File: src/rtl/player_core_if.sv
// Playback controller bus: timing tick, user buttons, mode, song ROM port
// and status outputs.
//   master : the player core. It reads the tick, buttons, mode and rom_data,
//            and drives rom_addr and the status outputs.
//   slave  : the surrounding player or testbench. It drives the inputs and
//            reads the status outputs.
interface player_core_if #(
  parameter int unsigned N_SONGS   = 4,
  parameter int unsigned ADDR_W    = 22,
  parameter int unsigned DATA_W    = 8,
  parameter int unsigned ELAPSED_W = 10
);
  localparam int unsigned SEL_W = $clog2(N_SONGS);

  logic                    sample_tick;
  logic                    btn_play_pause;
  logic                    btn_next;
  logic                    btn_prev;
  logic                    btn_fwd_short;
  logic                    btn_back_short;
  logic                    btn_fwd_long;
  logic                    btn_back_long;
  logic [1:0]              mode;
  logic [DATA_W-1:0]       rom_data;
  logic [SEL_W+ADDR_W-1:0] rom_addr;
  logic [SEL_W-1:0]        song_sel;
  logic                    playing;
  logic [ELAPSED_W-1:0]    elapsed_s;
  logic                    song_start;
  logic                    end_of_list;

  modport master (
    input  sample_tick, btn_play_pause, btn_next, btn_prev,
           btn_fwd_short, btn_back_short, btn_fwd_long, btn_back_long,
           mode, rom_data,
    output rom_addr, song_sel, playing, elapsed_s, song_start, end_of_list
  );

  modport slave (
    output sample_tick, btn_play_pause, btn_next, btn_prev,
           btn_fwd_short, btn_back_short, btn_fwd_long, btn_back_long,
           mode, rom_data,
    input  rom_addr, song_sel, playing, elapsed_s, song_start, end_of_list
  );
endinterface

File: src/rtl/player_core.sv
// Playback controller for N_SONGS songs.
// It sequences per-song ROM addresses on sample_tick and counts elapsed
// seconds. It also handles play/pause, next/prev, short and long seeks,
// and the four end-of-song modes.
// Ports:
//   clk   : system clock
//   reset : asynchronous, active-low
//   bus   : player_core_if master. Inputs are the tick, the buttons, mode
//           and rom_data. Outputs are rom_addr, song_sel, playing,
//           elapsed_s, song_start and end_of_list.
module player_core #(
  parameter int unsigned N_SONGS        = 4,
  parameter int unsigned ADDR_W         = 22,
  parameter int unsigned DATA_W         = 8,
  parameter int unsigned SPS            = 8000,
  parameter int unsigned SEEK_SHORT     = 10,
  parameter int unsigned SEEK_LONG      = 30,
  parameter int unsigned PREV_RESTART_S = 3,
  parameter int unsigned ELAPSED_W      = 10
) (
  input  logic          clk,
  input  logic          reset,
  player_core_if.master bus
);
  localparam int unsigned SEL_W = $clog2(N_SONGS);
  localparam int unsigned SUB_W = (SPS > 1) ? $clog2(SPS) : 1;
  localparam int unsigned DW    = ADDR_W + 1;   // seek delta width
  localparam int unsigned SW    = ADDR_W + 2;   // addr + delta without overflow
  localparam int unsigned EW1   = ELAPSED_W + 1;

  localparam logic [ADDR_W-1:0]    MAX_ADDR  = '1;
  localparam logic [DW-1:0]        DELTA_S   = DW'(SEEK_SHORT * SPS);
  localparam logic [DW-1:0]        DELTA_L   = DW'(SEEK_LONG * SPS);
  localparam logic [EW1-1:0]       SEC_S     = EW1'(SEEK_SHORT);
  localparam logic [EW1-1:0]       SEC_L     = EW1'(SEEK_LONG);
  localparam logic [EW1-1:0]       PREV_SEC  = EW1'(PREV_RESTART_S);
  localparam logic [SEL_W-1:0]     LAST_SONG = SEL_W'(N_SONGS - 1);
  localparam logic [SUB_W-1:0]     SUB_LAST  = SUB_W'(SPS - 1);
  localparam logic [ELAPSED_W-1:0] EL_MAX    = '1;

  typedef enum logic [1:0] {STOPPED, PLAYING, PAUSED} state_t;

  // Button bit order: back_long, fwd_long, back_short, fwd_short,
  // prev, next, play_pause.
  localparam int unsigned B_PP = 0, B_NEXT = 1, B_PREV = 2, B_FS = 3,
                          B_BS = 4, B_FL = 5, B_BL = 6;

  state_t               state;
  logic                 playing;
  logic [SEL_W-1:0]     song_sel;
  logic [ADDR_W-1:0]    addr;
  logic [SUB_W-1:0]     sub;
  logic [ELAPSED_W-1:0] elapsed;
  logic                 song_start;
  logic                 end_of_list;
  logic [6:0]           btn_q;

  logic [6:0]           btn, ev;
  logic                 seek_on, seek_fwd, back_under;
  logic [DW-1:0]        seek_delta;
  logic [EW1-1:0]       seek_sec, el_sum;
  logic [SW-1:0]        fwd_sum;
  logic                 fwd_over, tick_run, eos, end_evt, last;
  logic [SEL_W-1:0]     song_inc, song_dec, song_tgt;
  logic                 restart, eol;
  state_t               state_pp, state_nxt;
  logic [ELAPSED_W-1:0] el_up, el_down, el_inc;
  logic [ADDR_W-1:0]    addr_back;

  assign btn = {bus.btn_back_long, bus.btn_fwd_long, bus.btn_back_short,
                bus.btn_fwd_short, bus.btn_prev, bus.btn_next,
                bus.btn_play_pause};

  // Event decode, priority selection and next-value arithmetic
  always_comb begin
    ev         = btn & ~btn_q;
    seek_on    = 1'b0;
    seek_fwd   = 1'b0;
    seek_delta = '0;
    seek_sec   = '0;
    // Seeks are ignored while stopped; the highest-priority seek wins
    if (state != STOPPED) begin
      if (ev[B_FL]) begin
        seek_on = 1'b1; seek_fwd = 1'b1; seek_delta = DELTA_L; seek_sec = SEC_L;
      end else if (ev[B_BL]) begin
        seek_on = 1'b1; seek_delta = DELTA_L; seek_sec = SEC_L;
      end else if (ev[B_FS]) begin
        seek_on = 1'b1; seek_fwd = 1'b1; seek_delta = DELTA_S; seek_sec = SEC_S;
      end else if (ev[B_BS]) begin
        seek_on = 1'b1; seek_delta = DELTA_S; seek_sec = SEC_S;
      end
    end

    fwd_sum    = SW'(addr) + SW'(seek_delta);
    fwd_over   = fwd_sum > SW'(MAX_ADDR);
    back_under = DW'(addr) < seek_delta;
    addr_back  = ADDR_W'(DW'(addr) - seek_delta);

    el_sum  = EW1'(elapsed) + seek_sec;
    el_up   = el_sum[ELAPSED_W] ? EL_MAX : el_sum[ELAPSED_W-1:0];
    el_down = (EW1'(elapsed) >= seek_sec) ?
              ELAPSED_W'(EW1'(elapsed) - seek_sec) : '0;
    el_inc  = (elapsed == EL_MAX) ? EL_MAX : elapsed + ELAPSED_W'(1);

    tick_run = (state == PLAYING) && bus.sample_tick;
    eos      = tick_run && ((addr == MAX_ADDR) || (bus.rom_data == DATA_W'(0)));
    // A forward seek past the end counts as end of song. A winning seek
    // hides the tick-based end detect.
    end_evt  = !ev[B_NEXT] && !ev[B_PREV] &&
               (seek_on ? (seek_fwd && fwd_over) : eos);

    last     = song_sel == LAST_SONG;
    song_inc = last ? '0 : song_sel + SEL_W'(1);
    song_dec = (song_sel == '0) ? LAST_SONG : song_sel - SEL_W'(1);

    restart  = 1'b0;
    song_tgt = song_sel;
    eol      = 1'b0;
    if (ev[B_NEXT]) begin
      restart  = 1'b1;
      song_tgt = song_inc;
    end else if (ev[B_PREV]) begin
      restart  = 1'b1;
      song_tgt = ({1'b0, elapsed} >= PREV_SEC) ? song_sel : song_dec;
    end else if (end_evt) begin
      // Modes 10 and 11 stay on the same song; 00 and 01 advance with wrap
      restart  = 1'b1;
      song_tgt = bus.mode[1] ? song_sel : song_inc;
      eol      = (bus.mode == 2'b00) && last;
    end

    state_pp = state;
    if (ev[B_PP]) state_pp = (state == PLAYING) ? PAUSED : PLAYING;
    state_nxt = (end_evt && (((bus.mode == 2'b00) && last) || (bus.mode == 2'b11)))
                ? STOPPED : state_pp;
  end

  // State, song position and pulse registers
  always_ff @(posedge clk or negedge reset) begin
    if (!reset) begin
      state       <= STOPPED;
      playing     <= 1'b0;
      song_sel    <= '0;
      addr        <= '0;
      sub         <= '0;
      elapsed     <= '0;
      song_start  <= 1'b0;
      end_of_list <= 1'b0;
      btn_q       <= '0;
    end else begin
      btn_q       <= btn;
      state       <= state_nxt;
      playing     <= state_nxt == PLAYING;
      song_start  <= 1'b0;
      end_of_list <= 1'b0;
      if (restart) begin
        song_sel    <= song_tgt;
        addr        <= '0;
        sub         <= '0;
        elapsed     <= '0;
        song_start  <= 1'b1;
        end_of_list <= eol;
      end else if (seek_on) begin
        // A forward seek that overflows has already been taken as a restart
        if (seek_fwd) begin
          addr    <= fwd_sum[ADDR_W-1:0];
          elapsed <= el_up;
        end else if (back_under) begin
          addr    <= '0;
          sub     <= '0;
          elapsed <= '0;
        end else begin
          addr    <= addr_back;
          elapsed <= el_down;
        end
      end else if (tick_run) begin
        addr <= addr + ADDR_W'(1);
        if (sub == SUB_LAST) begin
          sub     <= '0;
          elapsed <= el_inc;
        end else begin
          sub <= sub + SUB_W'(1);
        end
      end
    end
  end

  assign bus.rom_addr    = {song_sel, addr};
  assign bus.song_sel    = song_sel;
  assign bus.playing     = playing;
  assign bus.elapsed_s   = elapsed;
  assign bus.song_start  = song_start;
  assign bus.end_of_list = end_of_list;
endmodule

File: src/flat_wrapper.sv
// flat-port wrapper written by rule: the top's interface ports become plain ports
module player_core_flat 
#(
  parameter int unsigned N_SONGS        = 4,
  parameter int unsigned ADDR_W         = 22,
  parameter int unsigned DATA_W         = 8,
  parameter int unsigned SPS            = 8000,
  parameter int unsigned SEEK_SHORT     = 10,
  parameter int unsigned SEEK_LONG      = 30,
  parameter int unsigned PREV_RESTART_S = 3,
  parameter int unsigned ELAPSED_W      = 10
)
  (clk, reset, bus_sample_tick, bus_btn_play_pause, bus_btn_next, bus_btn_prev, bus_btn_fwd_short, bus_btn_back_short, bus_btn_fwd_long, bus_btn_back_long, bus_mode, bus_rom_data, bus_rom_addr, bus_song_sel, bus_playing, bus_elapsed_s, bus_song_start, bus_end_of_list);
  player_core_if #(.N_SONGS(N_SONGS), .ADDR_W(ADDR_W), .DATA_W(DATA_W), .ELAPSED_W(ELAPSED_W)) bus_i ();
  input  logic clk;
  input  logic reset;
  input wire logic [$bits(bus_i.sample_tick)-1:0] bus_sample_tick;
  input wire logic [$bits(bus_i.btn_play_pause)-1:0] bus_btn_play_pause;
  input wire logic [$bits(bus_i.btn_next)-1:0] bus_btn_next;
  input wire logic [$bits(bus_i.btn_prev)-1:0] bus_btn_prev;
  input wire logic [$bits(bus_i.btn_fwd_short)-1:0] bus_btn_fwd_short;
  input wire logic [$bits(bus_i.btn_back_short)-1:0] bus_btn_back_short;
  input wire logic [$bits(bus_i.btn_fwd_long)-1:0] bus_btn_fwd_long;
  input wire logic [$bits(bus_i.btn_back_long)-1:0] bus_btn_back_long;
  input wire logic [$bits(bus_i.mode)-1:0] bus_mode;
  input wire logic [$bits(bus_i.rom_data)-1:0] bus_rom_data;
  output wire logic [$bits(bus_i.rom_addr)-1:0] bus_rom_addr;
  output wire logic [$bits(bus_i.song_sel)-1:0] bus_song_sel;
  output wire logic [$bits(bus_i.playing)-1:0] bus_playing;
  output wire logic [$bits(bus_i.elapsed_s)-1:0] bus_elapsed_s;
  output wire logic [$bits(bus_i.song_start)-1:0] bus_song_start;
  output wire logic [$bits(bus_i.end_of_list)-1:0] bus_end_of_list;
  assign bus_i.sample_tick = bus_sample_tick;
  assign bus_i.btn_play_pause = bus_btn_play_pause;
  assign bus_i.btn_next = bus_btn_next;
  assign bus_i.btn_prev = bus_btn_prev;
  assign bus_i.btn_fwd_short = bus_btn_fwd_short;
  assign bus_i.btn_back_short = bus_btn_back_short;
  assign bus_i.btn_fwd_long = bus_btn_fwd_long;
  assign bus_i.btn_back_long = bus_btn_back_long;
  assign bus_i.mode = bus_mode;
  assign bus_i.rom_data = bus_rom_data;
  assign bus_rom_addr = bus_i.rom_addr;
  assign bus_song_sel = bus_i.song_sel;
  assign bus_playing = bus_i.playing;
  assign bus_elapsed_s = bus_i.elapsed_s;
  assign bus_song_start = bus_i.song_start;
  assign bus_end_of_list = bus_i.end_of_list;
  player_core #(.N_SONGS(N_SONGS), .ADDR_W(ADDR_W), .DATA_W(DATA_W), .SPS(SPS), .SEEK_SHORT(SEEK_SHORT), .SEEK_LONG(SEEK_LONG), .PREV_RESTART_S(PREV_RESTART_S), .ELAPSED_W(ELAPSED_W)) u_core (.clk(clk), .reset(reset), .bus(bus_i));
endmodule
File: config.mk
export PLATFORM = sky130hd
export DESIGN_NAME = player_core_flat
export DESIGN_NICKNAME = d
export VERILOG_FILES = /design/src/rtl/player_core_if.sv /design/src/rtl/player_core.sv /design/src/flat_wrapper.sv
export SDC_FILE = /design/constraint.sdc
export NUM_CORES = 1
export LEC_CHECK = 0
export CORE_MARGIN = 4
export CORE_UTILIZATION = 57
export DETAILED_ROUTE_END_ITERATION = 10
export HOLD_SLACK_MARGIN = 0.03
export PLACE_DENSITY = 0.78
export SYNTH_ARGS = -nofsm -noshare
export SYNTH_HDL_FRONTEND = slang
export SYNTH_SLANG_ARGS = --single-unit
export TNS_END_PERCENT = 100
File: constraint.sdc
create_clock -name clk -period 5.2 [get_ports clk]
set_input_delay 0.78 -clock clk [delete_from_list [all_inputs] [get_ports clk]]
set_output_delay 0.78 -clock clk [all_outputs]
set_load 0.02 [all_outputs]
[Word level (Yosys, flattened, before mapping)]
Index checks and enable logic that the tools add are counted.
Widths: inputs -> output; s select.
Storage, ports and cells
  bits in registers: 59
  bits of input ports: 20
  output and inout port bits: 39
  logic and storage cells: 114
Cells by class
  $add $sub $neg: 9
  magnitude comparators: 4
  equality and inequality tests: 11
  mux-type cells: 58
  bitwise logic cells: 2
  reductions and logical operators: 21
Operators by type and width (count)
  $mux 22: 5
  $mux 23: 4
  $mux 10: 9
  $mux 13: 6
  $mux 11: 4
  $add 22x23->24: 1
  $gt 24x22->1 const B: 1
  $lt 22x23->1: 1
  $add 22x1->22 const B: 1
  $eq 22x22->1 const B: 1
  $sub 22x22->22: 1
  $mux 2: 10
  $mux 1: 18
  $mux 17: 1
  $add 13x1->13 const B: 1
  $eq 13x13->1 const B: 1
  $add 10x11->11: 1
  $ge 10x11->1: 1
  $add 10x1->10 const B: 1
  $eq 10x10->1 const B: 1
  $ge 10x2->1 const B: 1
  $sub 10x10->10: 1
  $ne 3x3->1 const B: 3
  $reduce_bool 3->1: 3
  other kinds (17): 28

[Depth between registers and ports, before layout]
  word-level depth: 17
  depth in mapped cells: 18
  depth with buffers taken out: 15

[Worst setup path before layout]
OpenSTA, ideal clock, no wires.
  kind: input-to-reg
  start point: input port bus_btn_fwd_long
  end point: register u_core.sub[11]
  setup time: 0.087 ns
  arrival time: 4.510 ns
  data required time: 5.113 ns
  setup slack: 0.604 ns
  stages on the path: 18
  path buffers: 3
  path through: nor2b_1 > o21ai_1 > and2_1 > inv_2 > buf_2 > clkbuf_1 > buf_2 > ha_1 > inv_1 > fa_1 > nor3_2 > o22ai_1 > o221ai_2 > nand2_2 > nor2_4 > a211oi_4 > or4_1 > o211ai_1
On the way
  longest elaborated chain between the ends: 13
  elaborated cells between the ends (all ways): 22
  those cells by class: 1 x add/sub; 2 x order compare; 2 x eq/ne; 12 x mux; 1 x bitwise; 4 x reduce/logical
Ends and longest elaborated chain
  from (decl): RTL line flat_wrapper.sv:23  | input wire logic [$bits(bus_i.btn_fwd_long)-1:0] bus_btn_fwd_long;
  $and 7x7->7 *: RTL line player_core.sv:76  | ev = btn & ~btn_q;
  $mux 23: RTL line player_core.sv:83  | if (ev[B_FL]) begin
  $mux 23: RTL line player_core.sv:82  | if (state != STOPPED) begin
  $add 22x23->24: RTL line player_core.sv:94  | fwd_sum = SW'(addr) + SW'(seek_delta);
  $gt 24x22->1: RTL line player_core.sv:95  | fwd_over = fwd_sum > SW'(MAX_ADDR);
  $logic_and 1x1->1: RTL line player_core.sv:110  | (seek_on ? (seek_fwd && fwd_over) : eos);
  $mux 1: RTL line player_core.sv:110
  $logic_and 1x1->1: RTL line player_core.sv:109  | end_evt = !ev[B_NEXT] && !ev[B_PREV] &&
  $mux 1: RTL line player_core.sv:125  | end else if (end_evt) begin
  $mux 1: RTL line player_core.sv:122  | end else if (ev[B_PREV]) begin
  $mux 1: RTL line player_core.sv:119  | if (ev[B_NEXT]) begin
  $ne 3x3->1 (no source line) or $reduce_bool 3->1 (tied branches)
  $reduce_and 3->1 (no source line)
  to (signal assigned): RTL line player_core.sv:182  | sub <= sub + SUB_W'(1);
  to (decl): RTL line player_core.sv:52  | logic [SUB_W-1:0] sub;
Every way passes the cells marked *; elsewhere a longest branch is shown, timed or not.
A chain may end at the register's enable or synchronous reset.

[Worst setup path in the final report]
  start point: input port bus_btn_fwd_short
  end point: register u_core.sub[11]
On the way
  longest elaborated chain between the ends: 15
  elaborated cells between the ends (all ways): 28
  those cells by class: 1 x add/sub; 2 x order compare; 2 x eq/ne; 18 x mux; 1 x bitwise; 4 x reduce/logical
Ends and longest elaborated chain
  from (decl): RTL line flat_wrapper.sv:21  | input wire logic [$bits(bus_i.btn_fwd_short)-1:0] bus_btn_fwd_short;
  $and 7x7->7 *: RTL line player_core.sv:76
  $mux 23: RTL line player_core.sv:87  | end else if (ev[B_FS]) begin
  $mux 23: RTL line player_core.sv:85  | end else if (ev[B_BL]) begin
  $mux 23: RTL line player_core.sv:83
  $mux 23: RTL line player_core.sv:82
  $add 22x23->24: RTL line player_core.sv:94
  $gt 24x22->1: RTL line player_core.sv:95
  $logic_and 1x1->1: RTL line player_core.sv:110
  $mux 1: RTL line player_core.sv:110
  $logic_and 1x1->1: RTL line player_core.sv:109
  $mux 1: RTL line player_core.sv:125
  $mux 1: RTL line player_core.sv:122
  $mux 1: RTL line player_core.sv:119
  $ne 3x3->1 (no source line) or $reduce_bool 3->1 (tied branches)
  $reduce_and 3->1 (no source line)
Marks and branches as above.

==> results by group <==
Worst setup path
  – Crit path max fanout: 12
  – Critical Path AT: 4.50 ns
  – Crit start category: primary input
  – Reg-to-Reg End: u_core.sub[11]
  – Reg2reg path depth: 15
  – Reg2reg start: u_core.state[0]
  – Critical setup path kind: in -> reg
  – Reg2reg setup slack: 1.39 ns
  – Setup crit start: bus_btn_fwd_short
  – CP Capture Type: register
  – Worst setup path endpoint: u_core.sub[11]
  – Required @ worst endpoint: 5.46 ns

Detailed routing
  – DR WL/cell: 18.2 um
  – Vias: 4894
  – Via-to-Cell Ratio: 6.45
  – Post-Route WL: 13800 um
  – Initial DRC count: 337
  – Antenna Nets Post-Route: 0
  – Detailed Routing Iterations Pass 1: 6
  – Remaining DRCs: 0

Synthesis
  – Yosys reg bits: 59
  – Post-Syn Instances: 602
  – Yosys cell types: 79
  – YS warnings: 0
  – Largest cells by area after synthesis: dfrtp_1 (30%), ha_1 (7.4%), nor2_1 (4.6%)
  – Cell taking the most area after synthesis: dfrtp_1
  – Avg Cell Area, Syn: 8.13 um2
  – Synth Flop Type: dfrtp_1
  – Post-synthesis async set-or-reset flop share: 1.00
  – Sequential share of the synthesized area: 0.302
  – Synth top area share: 0.302
  – Syn Nets: 655
  – Netlist Area Pre-Place: 4900 um2
  – EDFF count, synth: 0

Timing
  – Setup violators final: 0
  – Final hold vios: 0
  – TNS Setup: 0 ns
  – F_max: 236 MHz
  – RSZ-0062 raised after global routing: false
  – Slew Viols, Final: 0
  – Final setup skew: 0.0130 ns
  – Tcrit/Tclk final: 0.814
  – Hold WS: 0.516 ns
  – Rel. slew slack: 0.293
  – Final min period: 4.23 ns
  – Worst-Margin Slew: 1.06 ns

Floorplan
  – Die Span Y: 101 um
  – Rows: 33
  – Die X: 101 um
  – Die ar.: 10100 um2
  – Top-Level Pins: 59
  – Initial core utilization: 0.590
  – Core area: 8300 um2

GRT
  – Largest net degree at the start of global routing: 60
  – Gr usage total: 0.280
  – First-pass GRT wire length: 22700 um
  – Grt ovf: 0
  – Vias in the first global route: 4530
  – Initial antenna violation count: 0

Clock network
  – CTS clk-pin slew, worst paths: 0.07 ns
  – Cts hold-fix bufs: 0
  – # resized after CTS: 0
  – H-tree levels: 3
  – CTS buffer count: 9
  – TritonCTS clock tree: done
  – Clock sink count: 59
  – Clk_lat worst skew: 0.35 ns
  – Root Driver: clkbuf_8
  – Max Root-Sink Buffers: 2
  – Post-CTS Setup Inserts: 0

Power
  – Switching power: 1610 uW
  – Maximum vdd drop: 228 uV
  – Part of the power in combinational logic: 0.604
  – P_int: 1650 uW
  – PwrDens: 568 nW/um2
  – Seq pwr share: 0.248
  – Clock share of power: 0.147
  – Leak Pwr: 0.00236 uW
  – Sw Ratio: 0.494

Cells and area
  – Design Area, Final: 5740 um2
  – Most frequent cells in the layout: nor2_1 (60), dfrtp_1 (59), clkdlybuf4s50_1 (57), nand2_1 (50), a21oi_1 (40)
  – Commonest non-fill, non-tap cell in the layout: nor2_1
  – Final core occ: 0.692
  – Share of layout cells above drive strength 1: 0.0688
  – Final net count: 702
  – Antenna cells: 0
  – Final Non-Filler Cells: 759
  – Area Growth Syn to Fin: 17.3%

Placed design
  – DP HPWL: 9990 um
  – Area post-placement: 5530 um2
  – Cells after DPL: 743
  – Port bufs: 58
  – GP Congestion: 0.923

Flow run
  – Max-Cap Viols: 0

Run status
  – Status: finished clean

Hold path
  – Tightest Hold Check Type: reg -> reg
how the worst min path moves through the flow:
stage	start	endpoint	slack, ns	cells past startpoint
floorplan	u_core.sub[10]	u_core.sub[10]	0.47	1
global placement	u_core.sub[4]	u_core.sub[4]	0.49	1
detailed placement	u_core.sub[10]	u_core.sub[10]	0.50	1
CTS	u_core.sub[10]	u_core.sub[10]	0.51	1
global route	u_core.sub[10]	u_core.sub[10]	0.54	1
finish	u_core.sub[10]	u_core.sub[10]	0.52	1
synth_stat cells, drive strengths merged (8+ instances only):
library cell,number
nand3,27
nand4,9
nor2b,10
dfrtp,59
o22ai,10
xnor2,13
ha,29
a211oi,14
clkbuf,13
nand2b,12
o21ai,46
nor3,19
a31oi,8
nand2,51
inv,25
nor2,64
a21oi,40
buf,17
and3,13
stage by stage:
stage | setup slack (ns) | power [uW]
after floorplan | 0.604 | 2150
after global placement | 0.753 | 2740
after detailed placement | 0.641 | 2750
after CTS | 1.00 | 3240
after global routing | 0.649 | 3500
final | 0.968 | 3260
power by group through the flow:
stage	combinational (uW)	clock (uW)	sequential, uW
after floorplan	1340	0	812
after global placement	1930	0	807
after detailed placement	1940	0	808
after CTS	1960	482	803
after global routing	2160	510	832
final	1970	480	810
registers in the layout, indices dropped and copies added, names as in the netlist:
signal	flops
u_core.addr	22
u_core.sub	13
u_core.bus.elapsed_s	10
u_core.btn_q	7
u_core.bus.song_sel	2
u_core.state	2
u_core.bus.end_of_list	1
u_core.bus.playing	1
u_core.bus.song_start	1
cell type report:
class,count,area (um2)
multi-input combinational,488,3190
fill,660,2560
sequential,59,1480
timing repair buffer,66,636
tap,105,131
clock buffer,10,128
inverter,25,93.8
clock inverter,6,88.8
worst max-delay path, stage by stage:
cell and delay [ns]:
clkdlybuf4s50_1 0.47, nor2b_1 0.19, o21ai_1 0.11, and2_1 0.20
inv_2 0.17, ha_1 0.23, inv_1 0.07, fa_1 0.43
nor3_2 0.21, o22ai_1 0.18, o221ai_2 0.22, nand2_2 0.19
nor2_4 0.28, a211oi_4 0.16, or4_1 0.52, o211ai_1 0.10
metal layers:
metal  part of all wire  vias up  track usage
met1               0.44     2316        0.387
met4              0.019        0       0.0953
met3              0.079       27       0.0533
li1                   -     2326            -
met5                  0        -            0
met2               0.46      225        0.440
kinds of logic (layout without fill, tap and decap cells):
family          after synthesis  in the layout  synth area share
flops                        59             59             0.302
buf+inv                      55            107            0.0473
fa+ha+maj                    33             33            0.0905
xor+xnor                     19             19            0.0340
compound gates              189            189             0.266
simple gates                243            243             0.252
mux                           4              4           0.00869
(Power assumes the default switching activity.)
